File: config.mk
export PLATFORM = sky130hd
export DESIGN_NAME = rd_seq_arb
export DESIGN_NICKNAME = d
export VERILOG_FILES = /design/src/rtl/rd_seq_arb.sv
export SDC_FILE = /design/constraint.sdc
export NUM_CORES = 1
export LEC_CHECK = 0
export BUFFER_PORTS_ARGS = -buffer_cell sky130_fd_sc_hd__buf_2
export CORE_ASPECT_RATIO = 1.4
export CORE_MARGIN = 5
export CORE_UTILIZATION = 58
export CTS_BUF_LIST = sky130_fd_sc_hd__clkbuf_8 sky130_fd_sc_hd__clkbuf_16
export CTS_CLUSTER_SIZE = 24
export DETAILED_ROUTE_END_ITERATION = 8
export GPL_TIMING_DRIVEN = 0
export PLACE_DENSITY = 0.87
export SYNTH_ARGS = -nofsm -noshare
export SYNTH_HDL_FRONTEND = slang
export SYNTH_SLANG_ARGS = --single-unit
export TNS_END_PERCENT = 1
File: constraint.sdc
create_clock -name clk -period 4.2 [get_ports clk]
set_input_delay 0.63 -clock clk [delete_from_list [all_inputs] [get_ports clk]]
set_output_delay 0.63 -clock clk [all_outputs]
set_load 0.05 [all_outputs]
File: src/rtl/rd_seq_arb.sv
// rd_seq_arb: round-robin multi-channel read sequencer.
// Grants one of N_CH requesters and runs a 1..2^LEN_W-1 beat burst of
// READ/DLY handshakes against a shared wait-state input, with a per-beat
// wait-state timeout that aborts the burst.
//
// Ports:
//   clk     - clock
//   rst_n   - asynchronous active-low reset
//   go      - per-channel request level (sampled only in IDLE)
//   len     - per-channel burst length, channel i at [i*LEN_W +: LEN_W], 0 => 1
//   ws      - wait-state from the read port, sampled only in DLY
//   rd      - read strobe (high in READ and DLY)
//   ch_sel  - granted channel index (held through the burst and in IDLE)
//   busy    - sequencer not idle
//   ds      - one-cycle done pulse to the granted channel
//   err     - one-cycle timeout pulse to the granted channel
//
// States:
//   IDLE | waiting for a request, arbitrating
//   READ | read strobe issued for the current beat
//   DLY  | read strobe held, ws sampled (complete / retry / timeout)
//   DONE | burst finished, ds pulse
//   ERR  | wait-state timeout, err pulse, remaining beats dropped
module rd_seq_arb #(
    parameter int N_CH    = 4,
    parameter int LEN_W   = 4,
    parameter int TO_W    = 8,
    parameter int TIMEOUT = 200
) (
    input  logic                          clk,
    input  logic                          rst_n,
    input  logic [N_CH-1:0]               go,
    input  logic [N_CH*LEN_W-1:0]         len,
    input  logic                          ws,
    output logic                          rd,
    output logic [$clog2(N_CH)-1:0]       ch_sel,
    output logic                          busy,
    output logic [N_CH-1:0]               ds,
    output logic [N_CH-1:0]               err
);
    localparam int CH_W = $clog2(N_CH);

    typedef enum logic [2:0] {
        S_IDLE,
        S_READ,
        S_DLY,
        S_DONE,
        S_ERR
    } state_t;

    state_t              state_q, state_d;
    logic [CH_W-1:0]     rr_q, rr_d;
    logic [CH_W-1:0]     ch_sel_q, ch_sel_d;
    logic [LEN_W-1:0]    beats_q, beats_d;
    logic [TO_W-1:0]     to_q, to_d;
    logic                rd_q, rd_d;
    logic                busy_q, busy_d;
    logic [N_CH-1:0]     ds_q, ds_d;
    logic [N_CH-1:0]     err_q, err_d;

    logic [LEN_W-1:0]    len_a [N_CH];
    logic                gnt_vld;
    logic [CH_W-1:0]     gnt_idx;
    logic [LEN_W-1:0]    gnt_len;
    logic [TO_W-1:0]     to_inc;
    logic [N_CH-1:0]     ch_onehot;

    for (genvar gi = 0; gi < N_CH; gi++) begin : g_len
        assign len_a[gi] = len[gi*LEN_W +: LEN_W];
    end

    // Scan from the farthest candidate down to the rr pointer so the last hit
    // (the first requester at or after the pointer, wrapping) wins.
    always_comb begin : arb_p
        logic [CH_W:0] sum;
        gnt_vld = 1'b0;
        gnt_idx = '0;
        sum     = '0;
        for (int i = N_CH - 1; i >= 0; i--) begin
            sum = {1'b0, rr_q} + (CH_W+1)'(i);
            if (sum >= (CH_W+1)'(N_CH)) begin
                sum = sum - (CH_W+1)'(N_CH);
            end
            if (go[sum[CH_W-1:0]]) begin
                gnt_vld = 1'b1;
                gnt_idx = sum[CH_W-1:0];
            end
        end
    end

    assign gnt_len = len_a[gnt_idx];
    assign to_inc  = to_q + 1'b1;

    always_comb begin
        state_d  = state_q;
        rr_d     = rr_q;
        ch_sel_d = ch_sel_q;
        beats_d  = beats_q;
        to_d     = to_q;
        case (state_q)
            S_IDLE: begin
                if (gnt_vld) begin
                    rr_d     = (gnt_idx == CH_W'(N_CH - 1)) ? '0 : gnt_idx + 1'b1;
                    ch_sel_d = gnt_idx;
                    beats_d  = (gnt_len == '0) ? LEN_W'(1) : gnt_len;
                    to_d     = '0;
                    state_d  = S_READ;
                end
            end
            S_READ: state_d = S_DLY;
            S_DLY: begin
                if (!ws) begin
                    to_d = '0;
                    if (beats_q == LEN_W'(1)) begin
                        state_d = S_DONE;
                    end else begin
                        beats_d = beats_q - 1'b1;
                        state_d = S_READ;
                    end
                end else begin
                    to_d = to_inc;
                    state_d = (to_inc == TO_W'(TIMEOUT)) ? S_ERR : S_READ;
                end
            end
            S_DONE:  state_d = S_IDLE;
            S_ERR:   state_d = S_IDLE;
            default: state_d = S_IDLE;
        endcase
    end

    // Outputs are decoded from the next state so they register into place
    // in the first cycle of each state.
    always_comb begin
        ch_onehot = N_CH'(1) << ch_sel_d;
        rd_d      = (state_d == S_READ) || (state_d == S_DLY);
        busy_d    = (state_d != S_IDLE);
        ds_d      = (state_d == S_DONE) ? ch_onehot : '0;
        err_d     = (state_d == S_ERR)  ? ch_onehot : '0;
    end

    always_ff @(posedge clk or negedge rst_n) begin
        if (!rst_n) begin
            state_q  <= S_IDLE;
            rr_q     <= '0;
            ch_sel_q <= '0;
            beats_q  <= '0;
            to_q     <= '0;
            rd_q     <= 1'b0;
            busy_q   <= 1'b0;
            ds_q     <= '0;
            err_q    <= '0;
        end else begin
            state_q  <= state_d;
            rr_q     <= rr_d;
            ch_sel_q <= ch_sel_d;
            beats_q  <= beats_d;
            to_q     <= to_d;
            rd_q     <= rd_d;
            busy_q   <= busy_d;
            ds_q     <= ds_d;
            err_q    <= err_d;
        end
    end

    assign rd     = rd_q;
    assign ch_sel = ch_sel_q;
    assign busy   = busy_q;
    assign ds     = ds_q;
    assign err    = err_q;

endmodule

# Word level (Yosys, flattened, before mapping)
# Index checks and enable logic that the tools add are counted.
dict set report totals {
  register_bits 29
  latch_bits 0
  mem_bits_rw 0
  mem_bits_ro 0
  in_bits 23
  n_memories 0
}
dict set report op_classes {
  add_sub_neg 10
  multipliers 0
  n_div 0
  order_cmp 9
  n_eq_ne 12
  shift 1
  mux 41
  bitwise_logic 1
  n_reduce_logical 8
}
# op count
set op_table {}
lappend op_table {{$mux 4} 8}
lappend op_table {{$mux 2} 12}
lappend op_table {{$mux 8} 2}
lappend op_table {{$pmux 8 s2} 1}
lappend op_table {{$ge 3x3->1 const B} 4}
lappend op_table {{$lt 2x3->1 const B} 4}
lappend op_table {{$eq 3x2->1 const B} 3}
lappend op_table {{$mux 3} 3}
lappend op_table {{$pmux 3 s3} 1}
lappend op_table {{$add 8x1->8 const B} 1}
lappend op_table {{$bmux 1 s2} 4}
lappend op_table {{$bmux 4 s2} 1}
lappend op_table {{$eq 8x8->1 const B} 1}
lappend op_table {{$mux 1} 8}
lappend op_table {{$pmux 4 s2} 1}
lappend op_table {{$sub 2x1->2 const B} 4}
lappend op_table {{$add 2x2->3 const B} 2}
lappend op_table {{$eq 3x1->1 const B} 2}
lappend op_table {{$ne 2x2->1 const B} 3}
lappend op_table {{$eq 4x1->1 const B} 1}
lappend op_table {{$logic_not 4->1} 1}
lappend op_table {{$reduce_and 2->1} 2}
lappend op_table {{$reduce_and 4->1} 1}
lappend op_table {{$shl 1x2->4 const A} 1}
lappend op_table {{other kinds (11)} 11}

# Logic depth before layout (Yosys ltp)
# Gate-level depths: netlist of run 1.
dict set report logic_depth {
  depth_word 17
  mapped_depth 8
}

# Least setup slack after synthesis of run 1
# Ideal clock, no wire load.
dict set report synth_path {
  path_kind {input to register}
  start {in go[3]}
  end {reg beats_q[3]}
  setup_time_ns 0.126
  t_arrival_ns 1.824
  slack_ns 2.250
  cell_stages 6
  path_buffers 0
  cell_sequence {nand2b_1 > a211oi_1 > nor2_2 > a21oi_1 > a32oi_1 > a221o_1}
}
dict set report synth_via {
  elab_chain_len 14
}
# element line
set synth_lines {}
lappend synth_lines {{start: declaration} 32} ;# input logic [N_CH-1:0] go,
lappend synth_lines {{$bmux 1 s2} 84} ;# if (go[sum[CH_W-1:0]]) begin
lappend synth_lines {{$mux 1 (implied by the code)} 84}
lappend synth_lines {{$mux 2 (4 in a row)} 84}
lappend synth_lines {{$not 2->3 (implied by the code)} 91} ;# assign gnt_len = len_a[gnt_idx];
lappend synth_lines {{$bmux 4 s2} 91}
lappend synth_lines {{$mux 4 (implied by the code) (2 in a row)} 91}
lappend synth_lines {{$logic_not 4->1} 105} ;# beats_d = (gnt_len == '0) ? LEN_W'(1) : gnt_len;
lappend synth_lines {{$mux 4} 105}
lappend synth_lines {{$mux 4} 102} ;# if (gnt_vld) begin
lappend synth_lines {{$pmux 4 s2} 100} ;# case (state_q)
lappend synth_lines {{end signal: assignment} 156} ;# beats_q <= beats_d;
lappend synth_lines {{end: declaration} 54} ;# logic [LEN_W-1:0] beats_q, beats_d;
# Parallel ways exist; a longest one is shown, timed or not. The select of a mux whose other input is x is not followed.
# A chain may end at the register's enable or synchronous reset.

# Worst setup path in the final report of run 1
dict set report layout_path {
  start {in go[0]}
  end {reg to_q[2]}
}
dict set report layout_via {
  elab_chain_len 8
}
# element line
set layout_lines {}
lappend layout_lines {{$bmux 1 s2} 84}
lappend layout_lines {{$mux 1 (implied by the code)} 84}
lappend layout_lines {{$mux 1 (3 in a row)} 84}
lappend layout_lines {{$mux 1 *} 84}
lappend layout_lines {{$ne 2x2->1 (no line) *} n/a}
lappend layout_lines {{$reduce_and 2->1 (no line) *} n/a}
lappend layout_lines {{end signal: assignment} 157} ;# to_q <= to_d;
lappend layout_lines {{end: declaration} 55} ;# logic [TO_W-1:0] to_q, to_d;
# Every way passes the cells marked *; elsewhere a longest branch is shown, timed or not. The select of a mux whose other input is x is not followed.

==> results of run 1 <==
==> routing by layer <==
metal,share of wire,up-vias,global-route usage
li1,-,703,-
met3,0.068,8,0.05726
met1,0.37,669,0.2333
met2,0.54,49,0.3789
met5,0,-,0
met4,0.024,0,0.1324
==> synth_stat cells (3+ instances only) <==
master,instances
nand2b_1,5
xor2_1,3
nand3_1,4
a21oi_1,4
nand2_1,22
o21ai_0,17
a221o_1,3
nor2_1,19
nor3_2,3
buf_2,4
ha_1,4
inv_1,4
nor3b_1,4
dfrtp_1,29
mux2i_1,5
==> per-stage QoR <==
| stage | cells | util | cell area, um2 | power, W | hold slack, ns |
|---|---|---|---|---|---|
| 4_1_cts | 251 | 0.6979 | 1948 | 0.001174 | 0.3641 |
| 3_5_place_dp | 243 | 0.6670 | 1862 | 0.0009369 | 0.4830 |
| 5_1_grt | 251 | 0.6979 | 1948 | 0.001248 | 0.4013 |
| 3_3_place_gp | 243 | 0.6670 | 1862 | 0.0009068 | 0.4771 |
| 2_1_floorplan | 172 | - | 1645 | 0.0008062 | 0.3344 |
| 6_report | 251 | 0.6979 | 1948 | 0.001164 | 0.3594 |
==> flip-flops by register name, indices dropped and copies added (netlist names) <==
name and count:
beats_q 4, state_q 3, to_q 8, busy 1
rd 1, ch_sel 2, rr_q 2, ds 4
err 4
==> logic make-up after synthesis <==
logic type | count (synthesis) | share of synthesized area
and+or+nand+nor | 81 | 0.2821
AOI/OAI and AO/OA | 39 | 0.1612
DFF | 29 | 0.4411
buffers and inverters | 8 | 0.02129
muxes | 6 | 0.03726
xor gates and xnor gates | 5 | 0.02662
adders and majority gates | 4 | 0.03042
==> critical path, delay by kind of cell <==
| family | cells | cell delay [ns] |
|---|---|---|
| AO/OA/AOI/OAI | 2 | 0.30 |
| buffers and inverters | 1 | 0.12 |
| AND/OR/NAND/NOR | 3 | 1.16 |
==> cell type report <==
class                   count  area share
multi-input cells         135      0.4541
flip-flops and latches     29      0.3725
repair buffers             34     0.08735
clock buffers               5     0.03532
well taps                  37     0.02376
plain buffers               4     0.01028
clock inverters             3    0.008992
inverters                   4    0.007707
==> power by group through the flow <==
stage          sequential (W)  combinational [W]  clock [W]
6_report             0.000399           0.000541   0.000225
5_1_grt              0.000406           0.000595   0.000247
4_1_cts              0.000397           0.000542   0.000235
3_5_place_dp         0.000403           0.000534          0
3_3_place_gp         0.000396           0.000511          0
2_1_floorplan        0.000455           0.000351          0
==> final timing paths <==
path	start	end	slack, ns	cells after the start
max in group asynchronous	rst_n	to_q[0]	3.42	1
min in group clk	state_q[2]	busy	0.49	1
hold / removal	rst_n	rr_q[0]	0.36	1
setup reg to reg	state_q[0]	ds[3]	2.22	6
setup / recovery	go[0]	to_q[2]	2.18	6
hold reg to reg	state_q[2]	busy	0.49	1
==> layout by cell type, fill, tap and decap left out, types with 4 or more instances in the layout <==
cell type / instances
a21oi_1: 4
mux2i_1: 5
ha_1: 4
inv_1: 4
nand2_1: 22
nor3b_1: 4
nor2_1: 19
nand2b_1: 5
o21ai_0: 17
nand3_1: 4
clkbuf_8: 5
buf_2: 38
dfrtp_1: 29
==> flow_metrics.py, run 1 <==
metrics = {
    "status": {
        "status": "completed",
    },
    "cells_and_area": {
        "n_antenna_cell": 0,
        "nets": 240,
        "seq_area_um2": 725.7,
        "area_growth_pct": 18.40,
        "drive_above_1_share": 0.2804,
        "nFillCells": 226,
        "multiInputGateArea_um2": 884.6,
    },
    "sta": {
        "setup_viol": 0,
        "relSlewSlack": 0.5731,
        "drv_slew": 0,
        "finalSetupTns_ns": 0,
        "finClkSkew_ns": 0.007032,
        "worst_slew_pin_slew_ns": 0.6403,
        "rsz0062_at_grt": "false",
        "hold_viol": 0,
        "max_freq_mhz": 496.1,
        "min_period_ns": 2.016,
        "fin_crit_sh": 0.4799,
        "setup_ws_ns": 2.184,
    },
    "cts": {
        "worstSkewPairLatency_ns": 0.29,
        "clkSinkCount": 29,
        "ctsRootBufferMaster": "clkbuf_8",
        "cts-resized-gates": 0,
        "cts_tree": "built",
        "clk_pin_slew_ns": 0.07,
        "htreeDepth": 2,
        "cts_buffers": 5,
        "cts_buffer_depth": 2,
        "holdBufCountCts": 0,
        "cts_setup_buffers": 0,
    },
    "routing": {
        "wl_per_cell_um": 15.21,
        "vias": 1429,
        "drtPass1Iterations": 4,
        "drtIter0Drc": 32,
        "antenna_left": 0,
        "drc": 0,
        "routed_via_density": 5.693,
        "wl_um": 3818,
    },
    "global_route": {
        "grt_pass1_vias": 1413,
        "grtUsageTotal": 0.2218,
        "grt.overflow.total": 0,
        "grt_pass1_wl_um": 6285,
        "grt_max_degree": 30,
        "grt_antenna_before_repair": 0,
    },
    "place": {
        "gp_congestion": 0.8337,
        "pre_cts_ws_ns": 1.888,
        "hpwl_um": 2816,
        "portBuffers": 34,
    },
    "power": {
        "leakage_nw": 0.9377,
        "worst_ir_drop_vdd_v": 0.0004104,
        "switchingPower_w": 0.0005125,
        "internal_power_w": 0.0006518,
        "p_sw_frac": 0.4402,
        "powerDensity_nw_per_um2": 597.7,
        "pwr-share-clk": 0.193,
        "p_seq_frac": 0.342,
        "p_comb_frac": 0.464,
    },
    "job": {
        "timing.max_cap.violations": 0,
    },
    "worst_setup_path": {
        "cp_common_cell": "o21ai_0",
        "critPathLaunchType": "input port",
        "end_kind": "register",
        "path_max_fanout": 8,
        "cp.arrival_ns": 2.22,
        "slowest_delay_ns": 0.49,
        "cpMaxStageDelayCell": "nor4_2",
        "worst-setup-path-type": "input port to register",
        "crit_required_ns": 4.40,
        "path_cells": "buf_2, nor4_2, nor3_2, nor2_1, o21ai_0, o21ai_0",
    },
    "synthesis": {
        "synth_area_leaders": "dfrtp_1 (44%), o21ai_0 (5.2%), nand2_1 (5.0%), nor2_1 (4.3%), ha_1 (3.0%)",
        "synth_top_area_share": 0.4411,
        "syn-num-nets": 199,
        "synthCells": 172,
        "ys_seq_area_frac": 0.4411,
        "synth_seq_cells": 29,
        "synth-edff-count": 0,
        "post_synth_num_cell_types": 46,
        "yosys.area.top_type": "dfrtp_1",
        "dominantRegCellSynth": "dfrtp_1",
        "yosysWarnings": 0,
        "syn_area_um2": 1645,
        "synth_area_per_cell_um2": 9.566,
        "async_flop_share": 1.000,
    },
    "floorplanning": {
        "fp.dieW_um": 55.02,
        "rows": 23,
        "core_region_area_um2": 2791,
        "start_util": 0.5894,
        "die_h_um": 73.02,
        "io_pins": 35,
        "fp.dieArea_um2": 4017,
    },
    "min_path": {
        "min_path_type": "input port to async pin",
    },
}
No activity file was read; power rests on OpenSTA's default activity.
==> run 2, diff against run 1 <==
- ABC_AREA: default -> 1
- CORE_UTILIZATION: 58 -> 54
- PLACE_DENSITY: 0.87 -> 0.82
- clock period: 4.2 -> 2.08 ns (I/O delays scaled with it)
==> run 2 against run 1 <==
Net effect:
- clock skew shrank 0.00060 ns
- sequential power grew 100%
- power grew to 2.8 times the previous value
- largest power group unchanged
- wire length shrank 4.6%
- highest routed layer unchanged
- die area grew 10%
- worst hold slack lost 0.33 ns
- synthesized cell count grew 29%
- global-route usage shrank 3.8 points
- sequential share of layout area shrank 2.0 points
- final cell count grew 21%
==> flow_metrics.py, run 2 <==
metrics = {
    "sta": {
        "rsz0062_at_grt": "false",
        "min_period_ns": 1.887,
        "setup_viol": 0,
        "worst_slew_pin_slew_ns": 0.6186,
        "finClkSkew_ns": 0.006430,
        "setup_ws_ns": 0.1932,
        "relSlewSlack": 0.5876,
        "drv_slew": 0,
        "finalSetupTns_ns": 0,
        "hold_viol": 0,
        "fin_crit_sh": 0.9071,
        "max_freq_mhz": 530.0,
    },
    "synthesis": {
        "async_flop_share": 1.000,
        "synth_seq_cells": 29,
        "ys_seq_area_frac": 0.4209,
        "netlist_top_cells_count": "nand2_1 (52), dfrtp_1 (29), inv_1 (29)",
        "synthCells": 222,
        "synth-edff-count": 0,
        "post_synth_num_cell_types": 31,
        "synth_area_leaders": "dfrtp_1 (42%), nand2_1 (11%), nand3_1 (7.0%), inv_1 (6.3%), nor2_1 (4.4%)",
        "synth_top_area_share": 0.4209,
        "synth.most_common_cell": "nand2_1",
        "dominantRegCellSynth": "dfrtp_1",
        "syn_area_um2": 1724,
        "syn-num-nets": 249,
        "yosysWarnings": 0,
        "yosys.area.top_type": "dfrtp_1",
        "synth_area_per_cell_um2": 7.766,
    },
    "worst_setup_path": {
        "r2r_cells": 15,
        "path_delay_family": "simple AND/OR/NAND/NOR gates",
        "path_cells": "buf_6, inv_4, nand2_1, nand2_2, inv_2, nand2_2, nand3_2, nand2_1, nand2_4, nand2_2, inv_2, o21ai_4, inv_1, nand2_1, nor2_1",
        "end_kind": "register",
        "r2r_start": "rr_q[0]",
        "critPathBufInv": 5,
        "slowest_delay_ns": 0.37,
        "path_max_fanout": 10,
        "critPathLaunch": "rr_q[0]",
        "crit_required_ns": 2.25,
        "reg2reg_setup_slack_ns": 0.19,
        "r2r_end": "ds[2]",
        "critPathLaunchType": "register",
        "worst-setup-path-type": "register to register",
        "cpMaxStageDelayCell": "dfrtp_1",
        "cp.arrival_ns": 2.05,
    },
    "place": {
        "portBuffers": 34,
        "pre_cts_ws_ns": 0.2097,
        "hpwl_um": 2742,
        "gp_congestion": 0.8671,
    },
    "cells_and_area": {
        "drive_above_1_share": 0.2642,
        "regMostFlops": "to_q",
        "nFillCells": 302,
        "n_antenna_cell": 0,
        "final_common_cell": "nand2_1",
        "final_cell_mix": "nand2_1 (52), buf_2 (34), inv_1 (29), dfrtp_1 (29), nand3_1 (24)",
        "largest_register_ff_count": 8,
        "area_growth_pct": 19.38,
        "nets": 291,
    },
    "routing": {
        "antenna_left": 0,
        "wl_um": 3642,
        "routed_via_density": 5.079,
        "drtIter0Drc": 68,
        "drc": 0,
        "drtPass1Iterations": 4,
        "vias": 1544,
        "wl_per_cell_um": 11.98,
    },
    "global_route": {
        "grt_pass1_vias": 1520,
        "grtUsageTotal": 0.1842,
        "grt.overflow.total": 0,
        "grt.busiest_layer": "met2",
        "grt_antenna_before_repair": 0,
        "grt_pass1_wl_um": 6396,
        "grt_util_met3": 0.05378,
        "met1_usage": 0.1981,
        "grt_max_degree": 30,
        "use_met2": 0.3235,
    },
    "cts": {
        "htreeDepth": 2,
        "clkSinkCount": 29,
        "worstSkewPairLatency_ns": 0.29,
        "cts_tree": "built",
        "clk_pin_slew_ns": 0.06,
        "ctsRootBufferMaster": "clkbuf_8",
        "cts_buffer_depth": 2,
        "cts_buffers": 5,
    },
    "floorplanning": {
        "fp.dieArea_um2": 4439,
        "rows": 24,
        "start_util": 0.5574,
        "io_pins": 35,
        "die_h_um": 76.86,
        "fp.dieW_um": 57.76,
        "core_region_area_um2": 3093,
    },
    "job": {
        "timing.max_cap.violations": 0,
    },
    "power": {
        "worst_ir_drop_vdd_v": 0.0008798,
        "powerDensity_nw_per_um2": 1565,
        "leakage_nw": 1.114,
    },
    "min_path": {
        "min_path_type": "input port to async pin",
    },
    "status": {
        "status": "completed",
    },
}
-- run 2: worst max-delay path by stage --
| stage | endpoint | slack, ns | cells past startpoint |
|---|---|---|---|
| after floorplan | beats_q[0] | 0.41 | 13 |
| after global placement | beats_q[0] | 0.24 | 15 |
| after detailed placement | ds[2] | 0.21 | 13 |
| after CTS | ds[2] | 0.19 | 13 |
| after global routing | beats_q[0] | 0.02 | 16 |
| final | ds[2] | 0.19 | 15 |
-- run 2: repair_timing --
action	CTS	global route
endpoints found under the setup margin	0	1
resized for setup	0	1
hold buffers	0	0
buffers inserted	0	0
-- run 2: where the power goes --
part | internal (W) | switching [W] | total (W)
combinational | 0.000621 | 0.00129 | 0.00191
sequential | 0.000706 | 0.0000909 | 0.000797
clock | 0.000298 | 0.000215 | 0.000513
-- run 2: logic make-up (layout without fill, tap and decap cells) --
kind of cell | after synthesis | count (layout) | share of synthesized area
simple gates | 118 | 119 | 0.3215
compound gates | 24 | 24 | 0.09289
flops | 29 | 29 | 0.4209
xor+xnor | 8 | 8 | 0.04064
fa+ha+maj | 4 | 4 | 0.02903
buf+inv | 39 | 81 | 0.09506
-- run 2: routing by layer --
metal,share of wire,vias up,wire length [um]
li1,-,793,-
met1,0.39,705,1414
met2,0.53,39,1945
met3,0.056,7,204
met4,0.021,0,77
met5,0,-,0
-- run 2: layout make-up --
| type | instances | area (um2) | share of cell area |
|---|---|---|---|
| inverters | 36 | 137.6 | 0.06687 |
| clock buffers | 7 | 96.34 | 0.04681 |
| flip-flops and latches | 29 | 725.7 | 0.3526 |
| multi-input cells | 155 | 848.3 | 0.4122 |
| clock inverters | 1 | 5.005 | 0.002432 |
| repair buffers | 34 | 170.2 | 0.08267 |
| well taps | 39 | 48.80 | 0.02371 |
| plain buffers | 3 | 26.28 | 0.01277 |
-- run 2: per-stage QoR --
stage          hold WS, ns  cell area, um2  cells  utilization  power, W
2_1_floorplan      0.01641            1724    222            -  0.002306
3_3_place_gp        0.3629            1943    295       0.6282  0.002632
3_5_place_dp        0.3687            1943    295       0.6282  0.002670
4_1_cts            0.04993            2044    303       0.6610  0.003207
5_1_grt            0.08009            2058    304       0.6655  0.003541
6_report           0.03340            2058    304       0.6655  0.003221
==> run 3, diff against run 2 <==
--- a/config.mk
+++ b/config.mk
@@ -8,4 +8,5 @@
 export ABC_AREA = 1
 export BUFFER_PORTS_ARGS = -buffer_cell sky130_fd_sc_hd__buf_2
+export CAP_MARGIN = 25
 export CORE_ASPECT_RATIO = 1.4
 export CORE_MARGIN = 5
==> constraint.sdc (replaced) <==
create_clock -name clk -period 2.08 [get_ports clk]
set_input_delay 0.208 -clock clk [delete_from_list [all_inputs] [get_ports clk]]
set_output_delay 0.208 -clock clk [all_outputs]
set_load 0.05 [all_outputs]
==> run 3 against run 2 <==
Net effect:
- design area grew 0.49%
- combinational power hardly changed
- wire length is essentially flat
- worst hold slack gained 0.19 ns
- fmax decreased by 0.20%
- via count fell by 0.52%
- critical endpoint unchanged
- largest cell class unchanged
- largest power group unchanged
- highest routed layer unchanged
==> flow_metrics.py, run 3 (synthesis results as in run 2) <==
metrics = {
    "status": {
        "status": "completed",
    },
    "power": {
        "powerDensity_nw_per_um2": 1558,
        "worst_ir_drop_vdd_v": 0.0008855,
        "internal_power_w": 0.001627,
        "p_comb_frac": 0.594,
        "leakage_nw": 1.119,
        "p_seq_frac": 0.247,
        "switchingPower_w": 0.001596,
        "p_total_w": 0.003223,
        "pwr-share-clk": 0.159,
        "p_sw_frac": 0.4952,
    },
    "global_route": {
        "grt.overflow.total": 0,
        "grt_pass1_vias": 1523,
        "grt_max_degree": 30,
        "grt_antenna_before_repair": 0,
        "grt_pass1_wl_um": 6410,
        "grtUsageTotal": 0.1845,
    },
    "worst_setup_path": {
        "crit_required_ns": 2.25,
        "path_delay_family": "simple AND/OR/NAND/NOR gates",
        "cpMaxStageDelayCell": "dfrtp_1",
        "path_cells": "buf_6, inv_4, nand2_1, nand2_2, inv_2, nand2_2, nand3_2, nand2_1, nand2_4, nand2_2, inv_2, o21ai_4, inv_1, nand2_1, nor2_1",
        "critPathBufInv": 5,
        "cp.arrival_ns": 2.06,
        "worst-setup-path-type": "register to register",
        "reg2reg_setup_slack_ns": 0.19,
        "path_max_fanout": 10,
        "crit_cells": 15,
        "r2r_cells": 15,
        "end_kind": "register",
        "critPathLaunchType": "register",
        "slowest_delay_ns": 0.37,
    },
    "floorplanning": {
        "fp.dieW_um": 57.76,
        "start_util": 0.5574,
        "io_pins": 35,
        "fp.dieArea_um2": 4439,
        "rows": 24,
        "core_region_area_um2": 3093,
        "die_h_um": 76.86,
    },
    "cells_and_area": {
        "fin_util": 0.6687,
        "post-route-cell-area_um2": 2068,
        "final_common_cell": "nand2_1",
        "final_cell_mix": "nand2_1 (52), buf_2 (34), inv_1 (29), dfrtp_1 (29), nand3_1 (24)",
        "drive_above_1_share": 0.2632,
        "nets": 292,
        "largest_register_ff_count": 8,
        "n_antenna_cell": 0,
        "area_growth_pct": 19.96,
        "regMostFlops": "to_q",
    },
    "routing": {
        "wl_um": 3645,
        "drtIter0Drc": 76,
        "vias": 1536,
        "wl_per_cell_um": 11.95,
        "routed_via_density": 5.036,
        "drc": 0,
        "drtPass1Iterations": 4,
        "antenna_left": 0,
    },
    "cts": {
        "cts_buffers": 5,
        "htreeDepth": 2,
        "cts_tree": "built",
        "clk_pin_slew_ns": 0.06,
        "ctsRootBufferMaster": "clkbuf_8",
        "clkSinkCount": 29,
        "worstSkewPairLatency_ns": 0.29,
        "cts_setup_buffers": 0,
        "cts_buffer_depth": 2,
    },
    "min_path": {
        "hold_depth": 3,
        "min_path_type": "input port to register",
    },
    "sta": {
        "min_period_ns": 1.891,
        "drv_slew": 0,
        "finClkSkew_ns": 0.005732,
        "relSlewSlack": 0.5852,
        "fin_crit_sh": 0.9089,
        "hold_viol": 0,
        "finalSetupTns_ns": 0,
        "fin_hold_ws_ns": 0.2211,
        "worst_slew_pin_slew_ns": 0.6222,
        "max_freq_mhz": 528.9,
        "rsz0062_at_grt": "false",
        "setup_viol": 0,
    },
    "place": {
        "portBuffers": 34,
        "gp_congestion": 0.8671,
        "postPlaceCellArea_um2": 1943,
        "hpwl_um": 2742,
    },
    "job": {
        "timing.max_cap.violations": 0,
    },
}
[run 3: changes by cell type in the layout (fill, tap and decap cells not counted), sizes merged]
| cell | delta |
|---|---|
| dlygate4sd3 | +1 |
[run 3: final timing paths]
| kind | startpoint | end |
|---|---|---|
| max | rr_q[0] | ds[2] |
| min | ws | rd |
| max reg2reg | rr_q[0] | ds[2] |
| min reg2reg | ch_sel[1] | ch_sel[1] |
| max in group asynchronous | rst_n | beats_q[1] |
| min in group asynchronous | rst_n | err[0] |
[run 3: worst reg2reg max path, cell delays in order (launching register included)]
cell     delay, ns
dfrtp_1       0.37
buf_6         0.15
inv_4         0.07
nand2_1       0.06
nand2_2       0.10
inv_2         0.04
nand2_2       0.06
nand3_2       0.11
nand2_1       0.12
nand2_4       0.11
nand2_2       0.14
inv_2         0.07
o21ai_4       0.16
inv_1         0.08
nand2_1       0.09
nor2_1        0.05
[run 3: power by group through the flow]
| stage | Clock [W] | Sequential (W) | Combinational [W] |
|---|---|---|---|
| 6_report | 0.000512 | 0.000797 | 0.00191 |
| 5_1_grt | 0.000549 | 0.000818 | 0.00218 |
| 4_1_cts | 0.000532 | 0.000799 | 0.00188 |
| 3_5_place_dp | 0 | 0.000809 | 0.00186 |
| 3_3_place_gp | 0 | 0.000801 | 0.00183 |
| 2_1_floorplan | 0 | 0.000928 | 0.00138 |
[run 3: repair_timing]
item	in CTS	in global routing
hold buffers	1	0
endpoints found under the hold margin	29	0
setup endpoints to repair	0	1
gates resized for setup	0	1
[run 3: through the flow]
stage          setup WS (ns)  instances
2_1_floorplan         0.4082        222
3_3_place_gp          0.2412        295
3_5_place_dp          0.2097        295
4_1_cts               0.1867        304
5_1_grt              0.02273        305
6_report              0.1894        305
[run 3: routing by layer]
| layer | vias up | part of all wire | global-route usage |
|---|---|---|---|
| li1 | 795 | - | - |
| met1 | 702 | 0.39 | 0.1991 |
| met2 | 32 | 0.54 | 0.3235 |
| met3 | 7 | 0.050 | 0.05378 |
| met4 | 0 | 0.021 | 0.08121 |
| met5 | - | 0 | 0 |
[run 3: area by class of cell]
cell class / count / area, um2
fill: 301 / 1025
multi-input combinational: 155 / 848.3
sequential: 29 / 725.7
timing repair buffer: 35 / 180.2
inverter: 36 / 137.6
clock buffer: 7 / 96.34
tap: 39 / 48.80
buffer: 3 / 26.28
clock inverter: 1 / 5.005
